## src/rtl/keypad_pkg.sv

```systemverilog
// Shared types and defaults for the matrix keypad scanner and its debouncer.
package keypad_pkg;

    localparam int unsigned DEF_ROWS        = 4;
    localparam int unsigned DEF_COLS        = 4;
    localparam int unsigned DEF_SCAN_DIV    = 1000;
    localparam int unsigned DEF_DEBOUNCE    = 4;
    localparam int unsigned DEF_REPEAT_DLY  = 32;
    localparam int unsigned DEF_REPEAT_RATE = 8;

    // Wide enough for the largest 8x8 matrix; narrowed to CODE_W at the ports.
    localparam int unsigned CAND_CODE_W = 6;
    localparam int unsigned DEB_CNT_W   = 4;

    typedef enum logic [1:0] {
        IDLE,
        PRESS_CHK,
        HELD,
        REL_CHK
    } deb_state_t;

    typedef struct packed {
        logic                   none;
        logic [CAND_CODE_W-1:0] code;
    } cand_t;

    localparam cand_t CAND_NONE = '{none: 1'b1, code: '0};

    function automatic int unsigned code_w(input int unsigned n);
        return (n <= 2) ? 1 : $clog2(n);
    endfunction

endpackage

```

## src/rtl/keypad_debounce.sv

```systemverilog
// Frame-level press/release debouncer; emits one event per accepted press.
// With KEYPAD_AUTOREPEAT_EN defined, a held key is re-issued periodically.
module keypad_debounce
    import keypad_pkg::*;
#(
    parameter int unsigned CODE_W      = 4,
    parameter int unsigned DEBOUNCE    = DEF_DEBOUNCE,
    parameter int unsigned REPEAT_DLY  = DEF_REPEAT_DLY,
    parameter int unsigned REPEAT_RATE = DEF_REPEAT_RATE
) (
    input  logic              clk,
    input  logic              rst,
    input  logic              frame_stb,
    input  cand_t             cand,
    output logic              evt_c,
    output logic [CODE_W-1:0] evt_code_c,
    output logic              held
);

    localparam logic [DEB_CNT_W-1:0] DEB_LAST = DEB_CNT_W'(DEBOUNCE);

    deb_state_t             state, state_nx;
    logic [DEB_CNT_W-1:0]   cnt, cnt_nx;
    logic [CAND_CODE_W-1:0] acc_code, acc_nx;
    logic                   held_nx;
    logic                   hit_c;
    logic                   press_c;
    logic                   rep_evt_c;

    assign hit_c      = !cand.none && (cand.code == acc_code);
    assign evt_c      = press_c | rep_evt_c;
    assign evt_code_c = CODE_W'(cand.code);

    always_ff @(posedge clk or posedge rst) begin
        if (rst) begin
            state    <= IDLE;
            cnt      <= '0;
            acc_code <= '0;
            held     <= 1'b0;
        end else begin
            state    <= state_nx;
            cnt      <= cnt_nx;
            acc_code <= acc_nx;
            held     <= held_nx;
        end
    end

    // acc_code holds the code under test in PRESS_CHK and the accepted code afterwards
    always_comb begin
        state_nx = state;
        cnt_nx   = cnt;
        acc_nx   = acc_code;
        press_c  = 1'b0;
        if (frame_stb) begin
            unique case (state)
                IDLE: begin
                    if (!cand.none) begin
                        state_nx = PRESS_CHK;
                        acc_nx   = cand.code;
                        cnt_nx   = DEB_CNT_W'(1);
                    end
                end
                PRESS_CHK: begin
                    if (cand.none) begin
                        state_nx = IDLE;
                    end else if (hit_c) begin
                        cnt_nx = cnt + DEB_CNT_W'(1);
                    end else begin
                        acc_nx = cand.code;
                        cnt_nx = DEB_CNT_W'(1);
                    end
                end
                HELD: begin
                    if (!hit_c) begin
                        state_nx = REL_CHK;
                        cnt_nx   = DEB_CNT_W'(1);
                    end
                end
                REL_CHK: begin
                    if (hit_c) state_nx = HELD;
                    else       cnt_nx   = cnt + DEB_CNT_W'(1);
                end
                default: state_nx = IDLE;
            endcase
            if (state_nx == PRESS_CHK && cnt_nx >= DEB_LAST) begin
                state_nx = HELD;
                press_c  = 1'b1;
            end
            // A settled change to another key is adopted silently; only "none" releases
            if (state_nx == REL_CHK && cnt_nx >= DEB_LAST) begin
                if (cand.none) begin
                    state_nx = IDLE;
                end else begin
                    state_nx = HELD;
                    acc_nx   = cand.code;
                end
            end
        end
        held_nx = (state_nx == HELD) || (state_nx == REL_CHK);
    end

`ifdef KEYPAD_AUTOREPEAT_EN
    localparam int unsigned REP_MAX = (REPEAT_DLY > REPEAT_RATE) ? REPEAT_DLY : REPEAT_RATE;
    localparam int unsigned REP_W   = $clog2(REP_MAX + 1);

    logic [REP_W-1:0] rep_cnt;
    logic             rep_first;
    logic             rep_tick_c;

    assign rep_tick_c = frame_stb && (state == HELD) && hit_c;
    assign rep_evt_c  = rep_tick_c &&
                        ((rep_cnt + REP_W'(1)) == (rep_first ? REP_W'(REPEAT_DLY) : REP_W'(REPEAT_RATE)));

    // Frames spent in HELD; first target is REPEAT_DLY, then REPEAT_RATE
    always_ff @(posedge clk or posedge rst) begin
        if (rst) begin
            rep_cnt   <= '0;
            rep_first <= 1'b1;
        end else if (frame_stb) begin
            if (rep_evt_c) begin
                rep_cnt   <= '0;
                rep_first <= 1'b0;
            end else if (rep_tick_c) begin
                rep_cnt   <= rep_cnt + REP_W'(1);
            end else begin
                rep_cnt   <= '0;
                rep_first <= 1'b1;
            end
        end
    end
`else
    assign rep_evt_c = 1'b0;
`endif

endmodule

```

## src/rtl/keypad_scanner.sv

```systemverilog
// Parametrised matrix keypad scanner: column drive, row sync, frame reduction,
// valid/ready event output with sticky overrun. Optional KEYPAD_AUTOREPEAT_EN.
module keypad_scanner
    import keypad_pkg::*;
#(
    parameter int unsigned  ROWS        = DEF_ROWS,
    parameter int unsigned  COLS        = DEF_COLS,
    parameter int unsigned  SCAN_DIV    = DEF_SCAN_DIV,
    parameter int unsigned  DEBOUNCE    = DEF_DEBOUNCE,
    parameter int unsigned  REPEAT_DLY  = DEF_REPEAT_DLY,
    parameter int unsigned  REPEAT_RATE = DEF_REPEAT_RATE,
    localparam int unsigned CODE_W      = code_w(ROWS * COLS)
) (
    input  logic              clk,
    input  logic              rst,
    output logic [COLS-1:0]   col_drv,
    input  logic [ROWS-1:0]   row_in,
    output logic              key_valid,
    output logic [CODE_W-1:0] key_code,
    input  logic              key_ready,
    output logic              key_held,
    output logic              overrun,
    input  logic              ovr_clr
);

    localparam int unsigned DIV_W = $clog2(SCAN_DIV);
    localparam int unsigned COL_W = $clog2(COLS);

    logic [ROWS-1:0]   row_s1, row_s2;
    logic [DIV_W-1:0]  div_cnt;
    logic [COL_W-1:0]  col_idx;
    logic              slot_end_c, frame_end_c;
    cand_t             acc_cand, col_cand_c, frame_cand_c;
    logic              evt_c, drop_c;
    logic [CODE_W-1:0] evt_code_c;

    always_ff @(posedge clk or posedge rst) begin
        if (rst) begin
            row_s1 <= '1;
            row_s2 <= '1;
        end else begin
            row_s1 <= row_in;
            row_s2 <= row_s1;
        end
    end

    assign slot_end_c  = (div_cnt == DIV_W'(SCAN_DIV - 1));
    assign frame_end_c = slot_end_c && (col_idx == COL_W'(COLS - 1));

    // Lowest pressed row in the current column; columns are scanned in code order
    always_comb begin
        col_cand_c = CAND_NONE;
        for (int r = int'(ROWS) - 1; r >= 0; r--) begin
            if (!row_s2[r]) col_cand_c = '{none: 1'b0, code: CAND_CODE_W'(int'(col_idx) * int'(ROWS) + r)};
        end
    end

    assign frame_cand_c = acc_cand.none ? col_cand_c : acc_cand;

    always_ff @(posedge clk or posedge rst) begin
        if (rst) begin
            div_cnt  <= '0;
            col_idx  <= '0;
            col_drv  <= ~COLS'(1);
            acc_cand <= CAND_NONE;
        end else if (slot_end_c) begin
            div_cnt  <= '0;
            col_idx  <= frame_end_c ? '0 : col_idx + COL_W'(1);
            col_drv  <= {col_drv[COLS-2:0], col_drv[COLS-1]};
            acc_cand <= frame_end_c ? CAND_NONE : frame_cand_c;
        end else begin
            div_cnt  <= div_cnt + DIV_W'(1);
        end
    end

    keypad_debounce #(
        .CODE_W      (CODE_W),
        .DEBOUNCE    (DEBOUNCE),
        .REPEAT_DLY  (REPEAT_DLY),
        .REPEAT_RATE (REPEAT_RATE)
    ) u_debounce (
        .clk        (clk),
        .rst        (rst),
        .frame_stb  (frame_end_c),
        .cand       (frame_cand_c),
        .evt_c      (evt_c),
        .evt_code_c (evt_code_c),
        .held       (key_held)
    );

    assign drop_c = evt_c && key_valid && !key_ready;

    // Output slot: a new event may replace a transferring one; otherwise it is dropped
    always_ff @(posedge clk or posedge rst) begin
        if (rst) begin
            key_valid <= 1'b0;
            key_code  <= '0;
            overrun   <= 1'b0;
        end else begin
            if (evt_c && !drop_c) begin
                key_valid <= 1'b1;
                key_code  <= evt_code_c;
            end else if (key_valid && key_ready) begin
                key_valid <= 1'b0;
            end
            if (drop_c)       overrun <= 1'b1;
            else if (ovr_clr) overrun <= 1'b0;
        end
    end

endmodule

```

## config.mk

```make
export PLATFORM = sky130hd
export DESIGN_NAME = keypad_scanner
export DESIGN_NICKNAME = d
export VERILOG_FILES = /design/src/rtl/keypad_pkg.sv /design/src/rtl/keypad_debounce.sv /design/src/rtl/keypad_scanner.sv
export SDC_FILE = /design/constraint.sdc
export NUM_CORES = 1
export LEC_CHECK = 0
export ABC_AREA = 1
export CAP_MARGIN = 20
export CELL_PAD_IN_SITES_DETAIL_PLACEMENT = 1
export CELL_PAD_IN_SITES_GLOBAL_PLACEMENT = 2
export CORE_MARGIN = 2
export CORE_UTILIZATION = 37
export CTS_CLUSTER_SIZE = 16
export DETAILED_ROUTE_END_ITERATION = 10
export PLACE_DENSITY = 0.94
export SLEW_MARGIN = 25
export SYNTH_ARGS = -nofsm -noshare
export SYNTH_HDL_FRONTEND = slang
export SYNTH_SLANG_ARGS = --single-unit
```

## constraint.sdc

```tcl
create_clock -name clk -period 4.8 [get_ports clk]
set_clock_uncertainty 0.2 [all_clocks]
set_input_delay 0.96 -clock clk [delete_from_list [all_inputs] [get_ports clk]]
set_output_delay 0.96 -clock clk [all_outputs]
set_load 0.01 [all_outputs]
```

### Yosys cells after proc, flatten, opt, wreduce, memory -nomap -nowiden

Cells that the tools add are included.

| storage, ports and cells | value |
|---|---|
| register bits after elaboration | 50 |
| bits of input ports | 8 |
| output and inout bits | 11 |
| logic and storage cells | 84 |

| operators by class | value |
|---|---|
| add/subtract/negate cells | 6 |
| order comparisons | 1 |
| equal/unequal tests | 10 |
| mux-type cells | 38 |
| reductions and logical operators | 15 |

Operators with widths:

| operator | number |
|---|---|
| $mux W7 | 6 |
| $mux W6 | 5 |
| $mux W4 | 6 |
| $mux W2 | 11 |
| $pmux W4 S4 | 1 |
| $eq A2 B2 Y1 const B | 6 |
| $pmux W6 S2 | 1 |
| $add A10 B1 Y10 const B | 1 |
| $add A4 B2 Y5 const B | 2 |
| $eq A10 B10 Y1 const B | 1 |
| $mux W10 | 1 |
| $logic_and A1 B1 Y1 | 8 |
| $pmux W2 S4 | 1 |
| $eq A6 B6 Y1 | 1 |
| $mux W1 | 6 |
| $add A4 B1 Y5 const B | 1 |
| $add A4 B1 Y4 const B | 1 |
| $eq A2 B1 Y1 const B | 2 |
| $ge A4 B3 Y1 const B | 1 |
| $reduce_bool A2 Y1 | 2 |
| $logic_not A1 Y1 | 3 |
| $add A2 B1 Y2 const B | 1 |
| $logic_not A2 Y1 | 1 |
| $logic_or A1 B1 Y1 | 1 |

### Longest topological paths before layout

Gate-level depths: netlist of run 1.

| logic depth | value |
|---|---|
| word-level depth | 22 |
| mapped depth | 21 |
| depth with buffers taken out | 20 |

### Cells and area by module

Synthesis of run 1 repeated with hierarchy kept, for this count alone.

| unflattened totals | value |
|---|---|
| cell total of the unflattened synthesis | 389 |
| area total of the unflattened synthesis | 2895.3 um2 |

By module, submodules not included:

| module | instances | cells each | area an instance (um2) | sequential area each (um2) |
|---|---|---|---|---|
| keypad_scanner | 1 | 196 | 1664.1 | 940.9 |
| keypad_debounce | 1 | 193 | 1231.2 | 325.3 |

### Least setup slack after synthesis of run 1

OpenSTA, ideal clock, no wires.

| timing path | value |
|---|---|
| kind | register to register |
| start | register acc_cand[6] in the netlist's numbering |
| end | register u_debounce.acc_code[2] |
| setup time | 116 ps |
| data arrival time | 1982 ps |
| data required time | 4484 ps |
| slack | 2501 ps |
| stages on the path, launching flop included | 20 |
| path buffers | 2 |
| clock period less this slack | 2299 ps |
| cells stage by stage | dfstp_2 -> nand2_2 -> nor2_2 -> nand2_1 -> buf_6 -> nand3_2 -> nand2_2 -> nor2_4 -> nand4_4 -> nor3_1 -> nor2_1 -> nand2_1 -> nand2_2 -> nand2_2 -> buf_6 -> nand2_4 -> nand2_1 -> nand2_1 -> nand2_1 -> nand2_1 |

| between the ends | value |
|---|---|
| word-level cells in the longest chain between the ends | 14 |
| elaborated cells between the ends (all ways) | 30 |
| those cells by class | 1 x order compare; 3 x eq/ne; 22 x mux; 4 x reduce/logical |

Ends and longest elaborated chain:

| element | line | RTL |
|---|---|---|
| from (decl) | keypad_scanner.sv:33 | `cand_t acc_cand, col_cand_c, frame_cand_c;` |
| from (signal assigned) | keypad_scanner.sv:70 | `acc_cand <= frame_end_c ? CAND_NONE : frame_cand_c;` |
| $mux W7 (*) | keypad_scanner.sv:58 | `assign frame_cand_c = acc_cand.none ? col_cand_c : acc_cand;` |
| $eq A6 B6 Y1 / $logic_not A1 Y1 (equally long branches) | n/a |  |
| $logic_and A1 B1 Y1 | keypad_debounce.sv:30 | `assign hit_c = !cand.none && (cand.code == acc_code);` |
| $mux W4 | keypad_debounce.sv:66 | `end else if (hit_c) begin` |
| $mux W4 | keypad_debounce.sv:64 | `if (cand.none) begin` |
| $pmux W4 S4 | keypad_debounce.sv:55 | `unique case (state)` |
| $mux W4 | keypad_debounce.sv:54 | `if (frame_stb) begin` |
| $ge A4 B3 Y1 | keypad_debounce.sv:85, keypad_debounce.sv:90 |  |
| $logic_and A1 B1 Y1 | keypad_debounce.sv:85 | `if (state_nx == PRESS_CHK && cnt_nx >= DEB_LAST) begin` |
| $mux W2 | keypad_debounce.sv:85 |  |
| $mux W2 | keypad_debounce.sv:54 |  |
| $eq A2 B2 Y1 | keypad_debounce.sv:90 | `if (state_nx == REL_CHK && cnt_nx >= DEB_LAST) begin` |
| $logic_and A1 B1 Y1 | keypad_debounce.sv:90 |  |
| $mux W6 (*) | keypad_debounce.sv:90 |  |
| to (signal assigned) | keypad_debounce.sv:43 | `acc_code <= acc_nx;` |
| to (decl) | keypad_debounce.sv:24 | `logic [CAND_CODE_W-1:0] acc_code, acc_nx;` |

Mark *: on every way between the ends. The rest lies on a longest branch, timed or not. The select of a mux whose other input is x is not followed.
A chain may end at the register's enable or synchronous reset.

### Worst setup path in the final report of run 1

| timing path | value |
|---|---|
| start | register acc_cand[6] in the netlist's numbering |
| end | register key_code[3] |

| between the ends | value |
|---|---|
| word-level cells in the longest chain between the ends | 15 |
| elaborated cells between the ends (all ways) | 26 |
| those cells by class | 1 x order compare; 2 x eq/ne; 16 x mux; 7 x reduce/logical |

Ends and longest elaborated chain:

| element | line | RTL |
|---|---|---|
| $mux W7 (*) | keypad_scanner.sv:58 |  |
| $eq A6 B6 Y1 / $logic_not A1 Y1 (equally long branches) | n/a |  |
| $logic_and A1 B1 Y1 | keypad_debounce.sv:30 |  |
| $mux W4 | keypad_debounce.sv:66 |  |
| $mux W4 | keypad_debounce.sv:64 |  |
| $pmux W4 S4 | keypad_debounce.sv:55 |  |
| $mux W4 | keypad_debounce.sv:54 |  |
| $ge A4 B3 Y1 | keypad_debounce.sv:85 |  |
| $logic_and A1 B1 Y1 | keypad_debounce.sv:85 |  |
| $mux W1 | keypad_debounce.sv:85 |  |
| $mux W1 | keypad_debounce.sv:54 |  |
| $logic_and A1 B1 Y1 (2 in series) | keypad_scanner.sv:91 | `assign drop_c = evt_c && key_valid && !key_ready;` |
| $logic_not A1 Y1 | keypad_scanner.sv:100 | `if (evt_c && !drop_c) begin` |
| $logic_and A1 B1 Y1 | keypad_scanner.sv:100 |  |
| to (signal assigned) | keypad_scanner.sv:102 | `key_code <= evt_code_c;` |
| to (decl) | keypad_scanner.sv:19 | `output logic [CODE_W-1:0] key_code,` |

Marked as above.

==> impl_results.md, run 1 <==
* Status: finished, final reports clean
* Top delay family on crit path: simple AND/OR/NAND/NOR gates
* Detailed Place HPWL at 5047 µm
* Main combinational cell family by area after synthesis: simple AND/OR/NAND/NOR gates
* Post-CTS Setup Inserts at 0
* Via Count at 2370
* Finished Cell Area at 3077 µm²
* Rows at 31
* CP max-delay cell: nand2_1
* Nets at 387
* Post-Synth Adder-Cell Area at 2.306%
* Peak VDD IR at 0.1124 mV
* Max-slew headroom at 48.84%
* Final wirelength at 6747 µm
* Largest net degree at the start of global routing at 51
* Critical path arrival at 3.22 ns
* Final Setup Violations at 0
* Synth unique cells at 35
* Core Util, Final at 42.88%
* Post-Syn Area at 2713 µm²
* Min Clock Period, post-route at 3.167 ns
* FF+latch count, synth at 50
* Worst Setup End Kind: flip-flop
* Root buf cell: clkbuf_8
* Layout cells sized above 1 at 10.13%
* CTS tree: done
* Effective utilization at floorplan at 37.80%
* Net count after synthesis at 367
* Clk sinks at 50
* CP peak stage delay at 0.48 ns
* CTS max path bufs at 2
* Synth top area share at 35.06%
* Simple-Gate Fraction of Synth Area at 29.94%
* Clk_lat worst skew at 0.30 ns
* Max-slew violations at 0
* CP Max Fanout at 20
* Kind of critical path: flip-flop to flip-flop
* Diode count at 0
* Synth Instances at 354
* Yosys warns at 0
* Initial DRC Count at 96
* 1st-pass router iterations at 4
* GRT Total Usage at 18.54%
* Total I/O pin count at 19
* Num CTS Buffers at 5
* GPL Wtd Cong at 0.8473
* Die H at 89.63 µm
* Area post-placement at 2985 µm²
* Leakage at 1.515 nW
* Post-synthesis mux area share at 0%
* IO buf count at 18
* Vias per cell at 5.000
* Die X at 89.63 µm
* Clk slew on worst S/H paths at 0.09 ns
* Buf/Inv on CP at 0
* Hold WC Path Type: flip-flop to flip-flop
* Core area at 7176 µm²
* H-tree depth at 2
* Hold_buf cts at 0
* Die area at 8033 µm²
* Crit path required time at 4.85 ns
* Antenna violations before repair at 0
* Hold Fails Final Rpt at 0
* Synth async-reset ratio at 100.0%
* CP cell instances: nand2_2 > nor2_2 > nand2_1 > nand2_1 > nand2_1 > nand2_2 > nor2_4 > nand4_4 > o21ai_1 > nand2_1 > nand2_1 > nand2_2 > nand2_2 > nand2_1 > nor2_2 > nand3_1 > nand2_1
* Fillers at 906
* Drt wl/cell at 14.23 µm
* Global-route wire length before repair at 11560 µm
* Register area share after synthesis at 46.68%
* Synth Area in XOR/XNOR at 1.292%
* Final hold slack at 0.1588 ns
* Maxcap violations at 0
* Syn Area/Cell at 7.663 µm²
* Fin Setup TNS at 0 ns
* Worst-Margin Slew at 0.7653 ns
* DRC at 0
* GRT overflow at 0
* Tot Pwr at 0.0007044 W
* RSZ-0062 raised after global routing: false
* Synth area leaders: dfrtp_1, nand2_1, dfstp_2, inv_1, o21ai_0
* Area grow syn2layout at 13.42%
* Tcrit/Tclk final at 65.98%
* Number of global-route vias before repair at 2441
* Ys flop type: dfrtp_1
* Post-synth EDFFs at 0
* P per Cell Area at 229.0 nW/µm²
* Max Clock Freq at 315.8 MHz
* Post_cts resized at 0
* Post-synthesis compound-gate area fraction at 10.79%
* Antenna viol nets, final at 0
* Most frequent CP cell: nand2_1
* Synth area leader: dfrtp_1
* CP Launch Type: flip-flop
==> per-layer routing <==
| metal | track usage, % | share of wire, % | up-vias |
|---|---|---|---|
| met5 | 0 | 0 | - |
| met3 | 2.468 | 1.8 | 8 |
| met2 | 32.62 | 49 | 30 |
| met4 | 5.427 | 1.6 | 0 |
| met1 | 23.77 | 47 | 1164 |
| li1 | - | - | 1168 |
==> cell usage after synthesis, types with 4 or more instances <==
cell type    n
ha_1         5
nor2_1      24
a21oi_1     10
nand4_1      4
nand2_2      6
o21ai_0     27
dfstp_2     12
nand3_1     26
nand2_1    107
inv_1       53
dfrtp_1     38
nor3_1       6
==> layout by cell type (no fill, tap or decap), types with 2 or more instances in the layout <==
master / netlist / final
ha_1: 5 / 5
xor2_1: 3 / 3
nor2_1: 24 / 24
o21ai_1: 3 / 3
nand2_2: 6 / 6
inv_1: 53 / 52
clkdlybuf4s50_1: 0 / 18
nand4_1: 4 / 4
dfrtp_1: 38 / 38
nor2_2: 3 / 3
a221oi_1: 3 / 3
dfstp_2: 12 / 12
a21oi_1: 10 / 10
or2_2: 2 / 2
o21ai_0: 27 / 27
clkbuf_8: 0 / 6
nand2_1: 107 / 107
nand3_1: 26 / 26
inv_2: 2 / 2
nor3_1: 6 / 6
==> power breakdown <==
part | internal (W) | total, W | switching, W
sequential | 0.000427 | 0.000429 | 0.00000165
clock | 0.000117 | 0.000259 | 0.000143
combinational | 0.00000584 | 0.0000163 | 0.0000104
total | 0.000550 | 0.000704 | 0.000155
==> sequential cells by signal (all words and copies together), names as in the netlist <==
name                 flops
acc_cand                 7
row_s2                   4
key_valid                1
overrun                  1
u_debounce.held          1
col_drv                  4
u_debounce.cnt           4
key_code                 4
col_idx                  2
div_cnt                 10
u_debounce.acc_code      6
row_s1                   4
u_debounce.state         2
==> logic make-up after synthesis <==
| group | after synthesis |
|---|---|
| compound gates | 51 |
| xor+xnor | 4 |
| flops | 50 |
| simple gates | 183 |
| fa+ha+maj | 5 |
| buf+inv | 61 |
==> final timing paths <==
kind                       cells past startpoint  slack [ns]   startpoint           to
min reg2reg                                    0        0.16    row_s1[3]    row_s2[3]
max in group asynchronous                      2        3.07          rst  acc_cand[3]
min                                            0        0.16    row_s1[3]    row_s2[3]
max                                           17        1.63  acc_cand[6]  key_code[3]
max reg2reg                                   17        1.63  acc_cand[6]  key_code[3]
min in group asynchronous                      2        0.89          rst   col_drv[0]
==> cell type report <==
class / instances / area, µm² / share of cell area, %
flip-flops and latches: 50 / 1266 / 41.15
multi-input cells: 243 / 1202 / 39.08
inverters: 56 / 212.7 / 6.913
clock buffers: 7 / 86.33 / 2.806
clock inverters: 1 / 5.005 / 0.1627
well taps: 99 / 123.9 / 4.026
repair buffers: 18 / 180.2 / 5.856
==> metrics by stage <==
stage,std cells,setup slack [ns]
floorplan,354,2.459
global placement,466,1.770
detailed placement,466,1.651
CTS,474,1.632
global route,474,1.312
finish,474,1.633
Note: power is estimated with default switching activity, not from simulation.
==> run 2: changes to the inputs <==
--- a/config.mk
+++ b/config.mk
@@ -10,10 +10,10 @@
 export CELL_PAD_IN_SITES_DETAIL_PLACEMENT = 1
 export CELL_PAD_IN_SITES_GLOBAL_PLACEMENT = 2
 export CORE_MARGIN = 2
-export CORE_UTILIZATION = 37
+export CORE_UTILIZATION = 34
 export CTS_CLUSTER_SIZE = 16
 export DETAILED_ROUTE_END_ITERATION = 10
-export PLACE_DENSITY = 0.94
+export PLACE_DENSITY = 0.88
 export SLEW_MARGIN = 25
 export SYNTH_ARGS = -nofsm -noshare
 export SYNTH_HDL_FRONTEND = slang
==> constraint.sdc (replaced) <==
create_clock -name clk -period 2.98 [get_ports clk]
set_clock_uncertainty 0.2 [all_clocks]
set_input_delay 0.596 -clock clk [delete_from_list [all_inputs] [get_ports clk]]
set_output_delay 0.596 -clock clk [all_outputs]
set_load 0.01 [all_outputs]
==> run 2 against run 1 <==
Effect of this change:
- global-route usage is 1.3 points lower
- power is 60% higher
- via count is 1.6% lower
- hold slack worse by 0.0010 ns
- critical path depth is 1 lower
- count of clock-buffer cells in the layout is 1 higher
- sequential share of layout area is 0.71 points lower
- maximum frequency is 19% higher
- cell area is 1.7% higher
- sequential power is 61% higher
- register-to-register slack worse by 1.3 ns
- routed wire length is 1.9% higher
- critical path type unchanged
- highest routed layer unchanged
==> impl_results.md, run 2 (synthesis gave the netlist of run 1 again) <==
* Top delay family on crit path: simple AND/OR/NAND/NOR gates
* GPL Wtd Cong at 0.7834
* 1st-pass router iterations at 4
* Rows at 32
* CTS max path bufs at 2
* Antenna viol nets, final at 0
* Final wirelength at 6874 µm
* Status: finished, final reports clean
* Nets at 391
* Detailed Place HPWL at 5419 µm
* Min Clock Period, post-route at 2.664 ns
* H-tree depth at 2
* Core area at 7727 µm²
* Largest net degree at the start of global routing at 28
* CP cell instances: nand2_2 > nor2_2 > nand2_2 > nand3_2 > nand2_2 > nor2_4 > nand4_4 > nor3_1 > nor2_1 > nand2_1 > nand2_2 > nand2_4 > nand2_1 > nor2_2 > nand3_1 > nand2_1
* Die H at 93.32 µm
* Clk_lat worst skew at 0.30 ns
* Layout cells sized above 1 at 11.35%
* Critical path arrival at 2.71 ns
* Area grow syn2layout at 15.41%
* Tot Pwr at 0.001124 W
* Clk sinks at 50
* Power share of the sequential group at 61.5%
* Die X at 93.32 µm
* GRT overflow at 0
* P_int at 0.0008898 W
* Most common cell after layout, fill and taps aside: nand2_1
* Diode count at 0
* Most frequent CP cell: nand2_2
* CTS tree: done
* Final Setup Violations at 0
* Root buf cell: clkbuf_8
* Switch share at 20.83%
* Initial DRC Count at 59
* Via Count at 2333
* Total I/O pin count at 19
* Buf/Inv on CP at 0
* Maxcap violations at 0
* IO buf count at 18
* Hold_buf cts at 0
* CP max-delay cell: dfstp_2
* Kind of critical path: flip-flop to flip-flop
* CP peak stage delay at 0.58 ns
* Worst Slack Setup Final at 0.3156 ns
* Layout Cells excl Fill at 481
* Vias per cell at 4.850
* Max-slew headroom at 58.17%
* Number of global-route vias before repair at 2547
* Global-route wire length before repair at 11940 µm
* Hold Fails Final Rpt at 0
* P per Cell Area at 359.0 nW/µm²
* CP Max Fanout at 15
* Worst Setup End Kind: flip-flop
* Post_cts resized at 0
* Die area at 8709 µm²
* Core Util, Final at 40.51%
* Peak VDD IR at 0.2282 mV
* Comb power frac at 2.6%
* Dpl cells at 473
* Biggest register: div_cnt
* Hold WC Path Type: flip-flop to flip-flop
* Effective utilization at floorplan at 35.10%
* Post-CTS Setup Inserts at 0
* Most frequent cells in the layout: nand2_1, inv_1, dfrtp_1
* Leakage at 1.538 nW
* Max Clock Freq at 375.3 MHz
* Net Switching at 0.0002341 W
* GRT Total Usage at 17.26%
* Clock share of power at 36.0%
* Crit path required time at 3.02 ns
* Clk slew on worst S/H paths at 0.09 ns
* CP Launch Type: flip-flop
* Num CTS Buffers at 5
* Largest registers: div_cnt (10), acc_cand (7), u_debounce.acc_code (6)
* Max-slew violations at 0
* Worst-Margin Slew at 0.6251 ns
* Tcrit/Tclk final at 89.41%
* Max reg flops at 10
* Antenna violations before repair at 0
* DRC at 0
* Pre-CTS setup slack at 0.08546 ns
* Drt wl/cell at 14.29 µm
[run 2: cell types whose count changed in the layout (fill, tap and decap cells not counted), sizes merged]
cell and delta:
clkinv -1, clkbuf +1, buf +4
[run 2: worst reg2reg max path: stages (launching register included)]
cell     delay (ns)
dfstp_2        0.58
nand2_2        0.07
nor2_2         0.09
nand2_2        0.17
nand3_2        0.12
nand2_2        0.08
nor2_4         0.13
nand4_4        0.15
nor3_1         0.20
nor2_1         0.06
nand2_1        0.07
nand2_2        0.08
nand2_4        0.15
nand2_1        0.13
nor2_2         0.18
nand3_1        0.09
nand2_1        0.07
[run 2: layout make-up]
| type | instances | area, µm² |
|---|---|---|
| sequential | 50 | 1266 |
| inverter | 56 | 210.2 |
| multi-input combinational | 243 | 1214 |
| fill | 958 | 4597 |
| tap | 102 | 127.6 |
| timing repair buffer | 22 | 222.7 |
| clock buffer | 8 | 90.09 |
[run 2: layer usage]
layer	track usage, %	vias to the layer above	share of wire (%)
met1	21.63	1124	46
met2	30.28	24	50
li1	-	1172	-
met5	0	-	0
met3	2.337	13	1.8
met4	6.250	0	2.0
[run 2: stage by stage]
stage               hold WS, ns  cell area, µm²   TNS, ns
floorplan                0.1452            2713         0
global placement         0.1454            3029         0
detailed placement       0.1475            3029         0
CTS                      0.1591            3119         0
global route             0.1675            3131  -0.02472
finish                   0.1577            3131         0
[run 2: final timing paths]
check	depth (start not counted)	slack [ns]	endpoint	start
max reg2reg	16	0.32	key_code[3]	acc_cand[6]
max in group asynchronous	3	1.51	col_drv[2]	rst
min reg2reg	0	0.16	row_s2[2]	row_s1[2]
min	0	0.16	row_s2[2]	row_s1[2]
min in group asynchronous	2	0.47	col_idx[0]	rst
max	16	0.32	key_code[3]	acc_cand[6]
[run 2: power by group through the flow]
stage | clock [W] | combinational (W) | sequential [W]
6_report | 0.000404 | 0.0000288 | 0.000691
3_5_place_dp | 0 | 0.0000302 | 0.000704
5_1_grt | 0.000445 | 0.0000329 | 0.000692
2_1_floorplan | 0 | 0.0000127 | 0.000703
3_3_place_gp | 0 | 0.0000299 | 0.000703
4_1_cts | 0.000421 | 0.0000303 | 0.000691
